`src/rtl/bus_arbiter_rr.sv`:
```
// Round-robin arbiter sharing one slave port among 2**SELWIDTH masters.
// The grant is held for a whole transaction and aborted on an acknowledge timeout.
module bus_arbiter_rr #(
  parameter int ADDRWIDTH = 32,
  parameter int DATAWIDTH = 32,
  parameter int SELWIDTH  = 2,
  parameter int TIMEOUT   = 16
) (
  input  logic                              clk,
  input  logic                              rst,
  input  logic [2**SELWIDTH-1:0]            m_req,
  input  logic [2**SELWIDTH-1:0]            m_we,
  input  logic [ADDRWIDTH*2**SELWIDTH-1:0]  m_addr,
  input  logic [DATAWIDTH*2**SELWIDTH-1:0]  m_wdata,
  output logic [2**SELWIDTH-1:0]            m_ack,
  output logic [2**SELWIDTH-1:0]            m_err,
  output logic [DATAWIDTH*2**SELWIDTH-1:0]  m_rdata,
  output logic                              s_req,
  output logic                              s_we,
  output logic [ADDRWIDTH-1:0]              s_addr,
  output logic [DATAWIDTH-1:0]              s_wdata,
  input  logic                              s_ack,
  input  logic [DATAWIDTH-1:0]              s_rdata,
  output logic                              grant_valid,
  output logic [SELWIDTH-1:0]               grant_idx
);

  localparam int N  = 2**SELWIDTH;
  localparam int CW = $clog2(TIMEOUT) + 1;
  localparam logic [CW-1:0] LAST_CNT = (TIMEOUT == 0) ? '0 : CW'(TIMEOUT - 1);

  typedef enum logic {IDLE, BUSY} state_t;

  state_t              state_reg, state_next;
  logic [SELWIDTH-1:0] last_grant_reg, last_grant_next;
  logic [SELWIDTH-1:0] grant_idx_reg, grant_idx_next;
  logic [CW-1:0]       count_reg, count_next;

  logic [SELWIDTH-1:0] pick;
  logic [SELWIDTH-1:0] cand;
  logic                pick_found;
  logic                busy;
  logic                timeout_hit;
  logic                fin_ack;
  logic                fin_err;

  // Scan from the farthest offset down so the nearest requester after last_grant wins.
  always_comb begin
    pick       = '0;
    cand       = '0;
    pick_found = 1'b0;
    for (int k = N; k >= 1; k--) begin
      cand = last_grant_reg + SELWIDTH'(k);
      if (m_req[cand]) begin
        pick       = cand;
        pick_found = 1'b1;
      end
    end
  end

  // Outputs are forced quiet while rst is high, even if BUSY is still registered.
  assign busy        = (state_reg == BUSY) && !rst;
  assign timeout_hit = (TIMEOUT != 0) && (count_reg == LAST_CNT);
  assign fin_ack     = busy && s_ack;
  assign fin_err     = busy && !s_ack && timeout_hit;

  always_ff @(posedge clk) begin
    if (rst) begin
      state_reg      <= IDLE;
      last_grant_reg <= '1;
      grant_idx_reg  <= '0;
      count_reg      <= '0;
    end else begin
      state_reg      <= state_next;
      last_grant_reg <= last_grant_next;
      grant_idx_reg  <= grant_idx_next;
      count_reg      <= count_next;
    end
  end

  always_comb begin
    state_next      = state_reg;
    last_grant_next = last_grant_reg;
    grant_idx_next  = grant_idx_reg;
    count_next      = count_reg;
    case (state_reg)
      IDLE: begin
        if (pick_found) begin
          grant_idx_next = pick;
          count_next     = '0;
          state_next     = BUSY;
        end
      end
      BUSY: begin
        if (s_ack || timeout_hit) begin
          last_grant_next = grant_idx_reg;
          state_next      = IDLE;
        end else begin
          count_next = count_reg + 1'b1;
        end
      end
      default: state_next = IDLE;
    endcase
  end

  always_comb begin
    s_req       = busy;
    s_we        = 1'b0;
    s_addr      = '0;
    s_wdata     = '0;
    grant_valid = busy;
    grant_idx   = rst ? '0 : grant_idx_reg;
    if (busy) begin
      s_we    = m_we[grant_idx_reg];
      s_addr  = m_addr[ADDRWIDTH*grant_idx_reg +: ADDRWIDTH];
      s_wdata = m_wdata[DATAWIDTH*grant_idx_reg +: DATAWIDTH];
    end
  end

  for (genvar gi = 0; gi < N; gi++) begin : g_resp
    assign m_ack[gi] = fin_ack && (grant_idx_reg == SELWIDTH'(gi));
    assign m_err[gi] = fin_err && (grant_idx_reg == SELWIDTH'(gi));
    assign m_rdata[DATAWIDTH*gi +: DATAWIDTH] = m_ack[gi] ? s_rdata : '0;
  end

endmodule
```
`config.mk`:
```
export PLATFORM = sky130hd
export DESIGN_NAME = bus_arbiter_rr
export DESIGN_NICKNAME = d
export VERILOG_FILES = /design/src/rtl/bus_arbiter_rr.sv
export SDC_FILE = /design/constraint.sdc
export NUM_CORES = 1
export LEC_CHECK = 0
export BUFFER_PORTS_ARGS = -buffer_cell sky130_fd_sc_hd__buf_4
export CORE_AREA = 2 2 194 196
export DETAILED_ROUTE_END_ITERATION = 12
export DIE_AREA = 0 0 196 198
export GPL_ROUTABILITY_DRIVEN = 1
export PLACE_DENSITY_LB_ADDON = 0.05
export SYNTH_ARGS = -nofsm -noshare
export SYNTH_HDL_FRONTEND = slang
export SYNTH_SLANG_ARGS = --single-unit
```
`constraint.sdc`:
```
create_clock -name clk -period 5.2 [get_ports clk]
set_input_delay 0.26 -clock clk [delete_from_list [all_inputs] [get_ports clk]]
set_output_delay 0.26 -clock clk [all_outputs]
set_load 0.01 [all_outputs]
```
# After elaboration in Yosys (flattened, before gate mapping)
# Cells that the tools add are included.
# Widths: inputs -> output; s select.
# word_totals
output_inout_bits	205
regBits	10
in_bits	299
wordCells	73
# op_classes
reduce_logical	19
eq_ne	6
bitwise	1
n_shift	2
order_cmp	5
addsub	4
muxes	32
# op_table
cell	n
$shiftx 128x8->32	2
$mux 32	6
$lt 2x3->1 const B	5
$logic_and 1x1->1	12
$mux 1	12
$bmux 1 s2	5
$mux 2	5
$mux 5	2
$pmux 5 s2	1
$reduce_and 2->1	3
$add 5x1->5 const B	1
$eq 5x4->1 const B	1
$add 2x2->2 const B	2
$eq 2x2->1 const B	2
$ne 2x2->1 const B	2
$add 2x1->2 const B	1
$eq 2x1->1 const B	1
$logic_not 1->1	2
$logic_not 2->1	1
$pmux 1 s2	1
$logic_or 1x1->1	1
$not 1->1	1

# Depth between registers and ports, before layout
# Gate-level depths: netlist of the first run.
# depth
ltp_word	8
depth_mapped	7
ltp_nobuf	6

# Least setup slack after synthesis of the first run
# OpenSTA, ideal clock, no wires.
# synth_path
kind	register to register
startpoint	register count_reg[0]
endpoint	register count_reg[3]
synth_period_minus_slack_ns	1.999
path_slack_ns	3.201
arrival_ns	1.914
path_stages_with_launch	8
path_cell_list	dfxtp_1 ha_1 and3_1 ha_1 or3b_1 buf_2 or3_1 a211oi_1
# synth_via
elab_chain_cells	4
word_cells_on_any_way	7
# synth_rtl
item	line_no	source
from (decl)	37	logic [CW-1:0] count_reg, count_next;
from (signal assigned)	77	count_reg <= count_next;
parallel branches: the longest is 4 deep, another holds $add 5x1->5	n/a	
# Several ways; the timed one is not identified. The select of a mux whose other input is x is not followed.
# A chain may end at the register's enable or synchronous reset.

# Worst setup path after layout of the first run
# layout_path
startpoint	register grant_idx_reg[0]
endpoint	output port s_addr[1]
# layout_via
elab_chain_cells	2
# layout_rtl
item	line_no	source
from (decl)	36	logic [SELWIDTH-1:0] grant_idx_reg, grant_idx_next;
from (signal assigned)	76	grant_idx_reg <= grant_idx_next;
$shiftx 128x8->32	115	s_addr = m_addr[ADDRWIDTH*grant_idx_reg +: ADDRWIDTH];
$mux 32	113	if (busy) begin
to (decl)	20	output logic [ADDRWIDTH-1:0] s_addr,
# No other way between the ends.

==> impl_metrics.tcl, run 1 <==
set metrics [dict create \
    critPathCaptureType "output port" \
    ys_seq_area_share_pct 5.80 \
    status "finished, final reports clean" \
    track_usage_pct 12.2 \
    wirelength_um 25600 \
    dpl_worst_slack_ns 2.59 \
    synth_xor_area_share_pct 0 \
    hold_class "in2reg" \
    muxShareOfSynthArea_pct 43.3 \
    via_per_inst 3.72 \
    largest_reg_flops 5 \
    synth_top_cell_by_area "mux4_2" \
    grt-ovfl-total 0 \
    min_from "rst" \
    arrival_ns 2.46 \
    fin_ws_ns 2.48 \
    synth_area_um2 3450 \
    rsz0062_at_grt "no" \
    fin_cells 1321 \
    powerDensity_nw_per_um2 96.5 \
    die_area_um2 38800 \
    dpl.hpwl_um 21600 \
    drive_above_1_share_pct 69.4 \
    grt_first_pass_wirelength_um 35100 \
    dr.pass1.iters 4 \
    synth_nets 672 \
    placementRows 71 \
    internal_power_w 0.000519 \
    path_clk_slew_ns 0.04 \
    crit_path_max_fanout 36 \
    period_needed_ns 2.72 \
    switchingPower_w 0.000235 \
    rrSetupSlack_ns 3.03 \
    cts_max_path_buffers 2 \
    yosysTopAreaCellShare_pct 42.4 \
    synth-seq-cells 10 \
    synth_top_family_by_area "multiplexers" \
    worstReg2RegEnd "count_reg[3]" \
    syn_area_per_cell_um2 9.30 \
    worstReg2RegStart "count_reg[0]" \
    p_comb_share_pct 67.0 \
    slew_violations 0 \
    most-common-layout-cells "buf_4, and2_1, mux4_2, dfxtp_1, nor2_1" \
    cts_tree "built" \
    numCtsBuffers 3 \
    wire_per_inst_um 19.3 \
    die_w_um 196 \
    swShare_pct 31.2 \
    place_inst 1317 \
    finalHoldViolCount 0 \
    grt_max_degree 38 \
    place.gp.congestion 0.711 \
    dr.first_iter.drc_count 129 \
    syn_to_final_growth_pct 127 \
    worst_slew_pin_slew_ns 0.808 \
    clockPowerShare_pct 18.1 \
    cts_root_buf "clkbuf_16" \
    ir_drop_v 0.0000849 \
    max_clock_freq_mhz 367 \
    hold_depth 2 \
    finClkSkew_ns 0.00314 \
    netlist_instances 371 \
    cap_violations 0 \
    worstSkewPairLatency_ns 0.23 \
    final_common_cell "buf_4" \
    die_y_um 198 \
    ant_nets 0 \
    cp-start-kind "flip-flop" \
    synth_compound_area_share_pct 3.88 \
    start_util_pct 9.33 \
    slew-limit-headroom_pct 46.0 \
    async_flop_share_pct 0 \
    postCtsSetupBuffers 0 \
    fin_tns_setup_ns 0 \
    worstHoldEndpoint "count_reg[4]" \
    cts_max_level 1 \
    synth_edf_count 0 \
    yosysWarnings 0 \
    n_antenna_cell 0 \
    synth_area_leaders "mux4_2, and2_1, dfxtp_1" \
    nFillCells 4197 \
    place.port_buffers 503 \
    synthAdderAreaFrac_pct 0.725 \
    setup_viol 0 \
    antenna_found_initial 3 \
    seqPwrFrac_pct 14.9 \
    drcViolationCount 0 \
    grt_pass1_vias 5160 \
    worst-r2r-cell-count 6 \
    leakage_nw 3.78 \
    synthFlopType "dfxtp_1" \
    dr_total_vias 4920 \
    period_share_pct 52.3 \
    clock-sinks 10 \
    ios 504 \
    nNetsFinal 1149 \
    critPathKind "reg2out" \
    ctsHoldBuffers 0 \
    cts_resized 0 \
    worstPathRequired_ns 4.94 \
    coreArea_um2 37000 \
    yosys.area_share.simple_pct 41.1 \
    synth_cell_types 35 \
]
-- metrics by stage --
step / utilization [%] / hold WS (ns) / total power [W] / area [um2]
finish: 21.2 / 0.315 / 0.000754 / 7820
global route: 21.2 / 0.333 / 0.000812 / 7820
CTS: 21.2 / 0.312 / 0.000779 / 7820
detailed placement: 20.9 / 0.490 / 0.000636 / 7740
global placement: 20.9 / 0.490 / 0.000637 / 7740
floorplan: - / 0.459 / 0.000332 / 3450
-- cells in the mapped netlist (all sizes together), types with 2 or more instances --
cell type,number
and2,193
mux4,65
clkbuf,26
buf,13
dfxtp,10
nor2,9
nand2,5
nand3b,5
nor2b,4
a21oi,3
inv,3
mux2i,3
nand2b,3
nor3,3
o211ai,3
o21ai,3
ha,2
o31ai,2
-- power groups by stage --
stage | clock network [W] | logic [W] | registers (W)
final | 0.000136 | 0.000505 | 0.000112
after global routing | 0.000148 | 0.000547 | 0.000118
after CTS | 0.000143 | 0.000521 | 0.000115
after detailed placement | 0 | 0.000520 | 0.000116
after global placement | 0 | 0.000521 | 0.000116
after floorplan | 0 | 0.000247 | 0.0000846
-- critical path, cell delays in order, from the launching register on --
cell,delay (ns)
dfxtp_4,0.81
buf_4,0.50
mux4_2,0.57
and2_1,0.18
buf_4,0.14
-- area by class of cell --
class / instances / area [um2] / share of cell area [%]
flip-flops and latches: 10 / 208 / 2.66
well taps: 474 / 593 / 7.59
clock buffers: 4 / 78.8 / 1.01
repair buffers: 511 / 3840 / 49.1
inverters: 3 / 11.3 / 0.144
multi-input cells: 319 / 3090 / 39.5
-- logic make-up (layout without fill, tap and decap cells) --
group	count (synthesis)	after routing
AOI/OAI and AO/OA	19	19
muxes	68	68
adders and majority gates	2	2
buffers and inverters	42	518
and+or+nand+nor	230	230
DFF	10	10
-- worst max path at each step --
stage | from | to | slack, ns | cells past startpoint
final | grant_idx_reg[0] | s_addr[1] | 2.48 | 4
after global routing | grant_idx_reg[0] | s_addr[1] | 2.21 | 4
after CTS | grant_idx_reg[0] | s_addr[1] | 2.34 | 4
after detailed placement | grant_idx_reg[0] | s_addr[1] | 2.59 | 4
after global placement | grant_idx_reg[0] | s_wdata[19] | 2.63 | 4
after floorplan | count_reg[0] | count_reg[3] | 3.20 | 7
-- per-layer routing --
layer | part of all wire (%) | global-route usage, %
met1 | 34 | 12.3
met2 | 55 | 24.5
met3 | 11 | 4.82
met4 | 0.32 | 0.701
met5 | 0.17 | 0
No activity file was read; power rests on OpenSTA's default activity.
==> run 2: changes to the inputs <==
--- a/config.mk
+++ b/config.mk
@@ -6,9 +6,9 @@
 export NUM_CORES = 1
 export LEC_CHECK = 0
 export BUFFER_PORTS_ARGS = -buffer_cell sky130_fd_sc_hd__buf_4
-export CORE_AREA = 2 2 194 196
+export CORE_AREA = 2 2 198 200
 export DETAILED_ROUTE_END_ITERATION = 12
-export DIE_AREA = 0 0 196 198
+export DIE_AREA = 0 0 200 202
 export GPL_ROUTABILITY_DRIVEN = 1
 export PLACE_DENSITY_LB_ADDON = 0.05
 export SYNTH_ARGS = -nofsm -noshare
==> constraint.sdc (replaced) <==
create_clock -name clk -period 2.3 [get_ports clk]
set_input_delay 0.115 -clock clk [delete_from_list [all_inputs] [get_ports clk]]
set_output_delay 0.115 -clock clk [all_outputs]
set_load 0.01 [all_outputs]
==> run 2 against run 1 <==
Compared with the run above:
- global-route usage is 0.86 points higher
- sequential power is 110% higher
- clock power is 130% higher
- sequential share of layout area is 0.085 points lower
- wire length is 11% higher
- power is 140% higher
- hold slack worse by 0.15 ns
- sequential cell count stayed put
- critical endpoint is now s_wdata[4]
- highest routed layer is now met4
==> impl_metrics.tcl, run 2 (synthesis gave the netlist of run 1 again) <==
set metrics [dict create \
    track_usage_pct 13.1 \
    syn_to_final_growth_pct 134 \
    max_clock_freq_mhz 477 \
    die_area_um2 40400 \
    numCtsBuffers 3 \
    seqCellArea_um2 208 \
    cts_tree "built" \
    worstSkewPairLatency_ns 0.24 \
    ctsHoldBuffers 0 \
    worstPathRequired_ns 2.18 \
    period_needed_ns 2.10 \
    grt_pass1_vias 5168 \
    cts_root_buf "clkbuf_16" \
    hold_class "in2reg" \
    dpl.hpwl_um 24300 \
    largest_reg_flops 5 \
    most-common-layout-cells "buf_4, and2_1, mux4_2, dfxtp_1, buf_12" \
    finalHoldViolCount 0 \
    path_clk_slew_ns 0.04 \
    nNetsFinal 1162 \
    crit_path_max_fanout 19 \
    place.gp.congestion 0.745 \
    cts_max_path_buffers 2 \
    slew-limit-headroom_pct 51.3 \
    dr.pass1.iters 4 \
    via_per_inst 3.53 \
    fin_tns_setup_ns 0 \
    die_y_um 202 \
    fin_cells 1380 \
    ant_nets 0 \
    ir_drop_v 0.000221 \
    cp-start-kind "flip-flop" \
    rsz0062_at_grt "no" \
    place.port_buffers 503 \
    clock-sinks 10 \
    final_common_cell "buf_4" \
    cts_max_level 1 \
    dr_total_vias 4865 \
    critPathCaptureType "output port" \
    path_cells "buf_4, mux4_2, and2_1, buf_4" \
    placementRows 72 \
    antenna_found_initial 3 \
    leakage_nw 3.87 \
    critPathKind "reg2out" \
    slowest_delay_ns 0.61 \
    postCtsSetupBuffers 0 \
    worst_path_max_delay_cell "dfxtp_4" \
    ios 504 \
    wirelength_um 28400 \
    multiInputGateArea_um2 3090 \
    setup_viol 0 \
    grt_first_pass_wirelength_um 38100 \
    die_w_um 200 \
    place_inst 1374 \
    period_share_pct 91.2 \
    grt-ovfl-total 0 \
    status "finished, final reports clean" \
    arrival_ns 1.98 \
    start_util_pct 9.01 \
    slew_violations 0 \
    powerDensity_nw_per_um2 221 \
    drcViolationCount 0 \
    grt_max_degree 68 \
    coreArea_um2 38300 \
    wire_per_inst_um 20.6 \
    drive_above_1_share_pct 69.9 \
    cp_common_cell "buf_4" \
    dr.first_iter.drc_count 119 \
    nFillCells 4359 \
    worst_slew_pin_slew_ns 0.724 \
    cap_violations 0 \
    cts_resized 0 \
    finClkSkew_ns 0.00258 \
]
-- run 2: per-layer routing --
metal  track usage (%)  vias to the layer above  wire, um
li1                  -                     2310         -
met1              13.3                     2310      9720
met2              26.2                      239     15600
met3              4.42                        6      2890
met4             0.926                        0       199
met5                 0                        -         0
-- run 2: area by class of cell --
type / instances / area share [%]
inverters: 3 / 0.139
well taps: 518 / 8.03
clock buffers: 4 / 0.976
diodes: 2 / 0.0620
flip-flops and latches: 10 / 2.57
repair buffers: 524 / 50.0
multi-input cells: 319 / 38.3
-- run 2: path summary, 6_finish.rpt --
kind | start | endpoint | slack [ns] | cells past startpoint
worst max-delay path | grant_idx_reg[0] | s_wdata[4] | 0.20 | 4
worst min-delay path | rst | count_reg[4] | 0.17 | 2
worst max register to register | count_reg[0] | count_reg[3] | 0.31 | 6
worst min register to register | count_reg[4] | count_reg[4] | 0.50 | 2
-- run 2: power by group --
| part | internal (W) | leakage (nW) | switching [W] | total (W) |
|---|---|---|---|---|
| registers | 0.000184 | 0.0831 | 0.0000509 | 0.000234 |
| logic | 0.000806 | 3.75 | 0.000432 | 0.00124 |
| clock network | 0.000232 | 0.0382 | 0.0000825 | 0.000315 |
-- run 2: through the flow --
| step | cell area, um2 | power (W) | setup WS (ns) | utilization, % | hold slack (ns) |
|---|---|---|---|---|---|
| floorplan | 3450 | 0.000750 | 0.301 | - | 0.316 |
| global placement | 7990 | 0.00152 | 0.305 | 20.9 | 0.420 |
| detailed placement | 7990 | 0.00151 | 0.298 | 20.9 | 0.419 |
| CTS | 8070 | 0.00183 | 0.135 | 21.1 | 0.175 |
| global route | 8070 | 0.00191 | 0.0677 | 21.1 | 0.185 |
| finish | 8080 | 0.00179 | 0.202 | 21.1 | 0.170 |
-- run 2: critical path, delay by kind of cell, from the launching register on --
family | cells | cell delay, ns
flip-flops | 1 | 0.61
buffers and inverters | 2 | 0.41
multiplexers | 1 | 0.53
AND/OR/NAND/NOR | 1 | 0.17
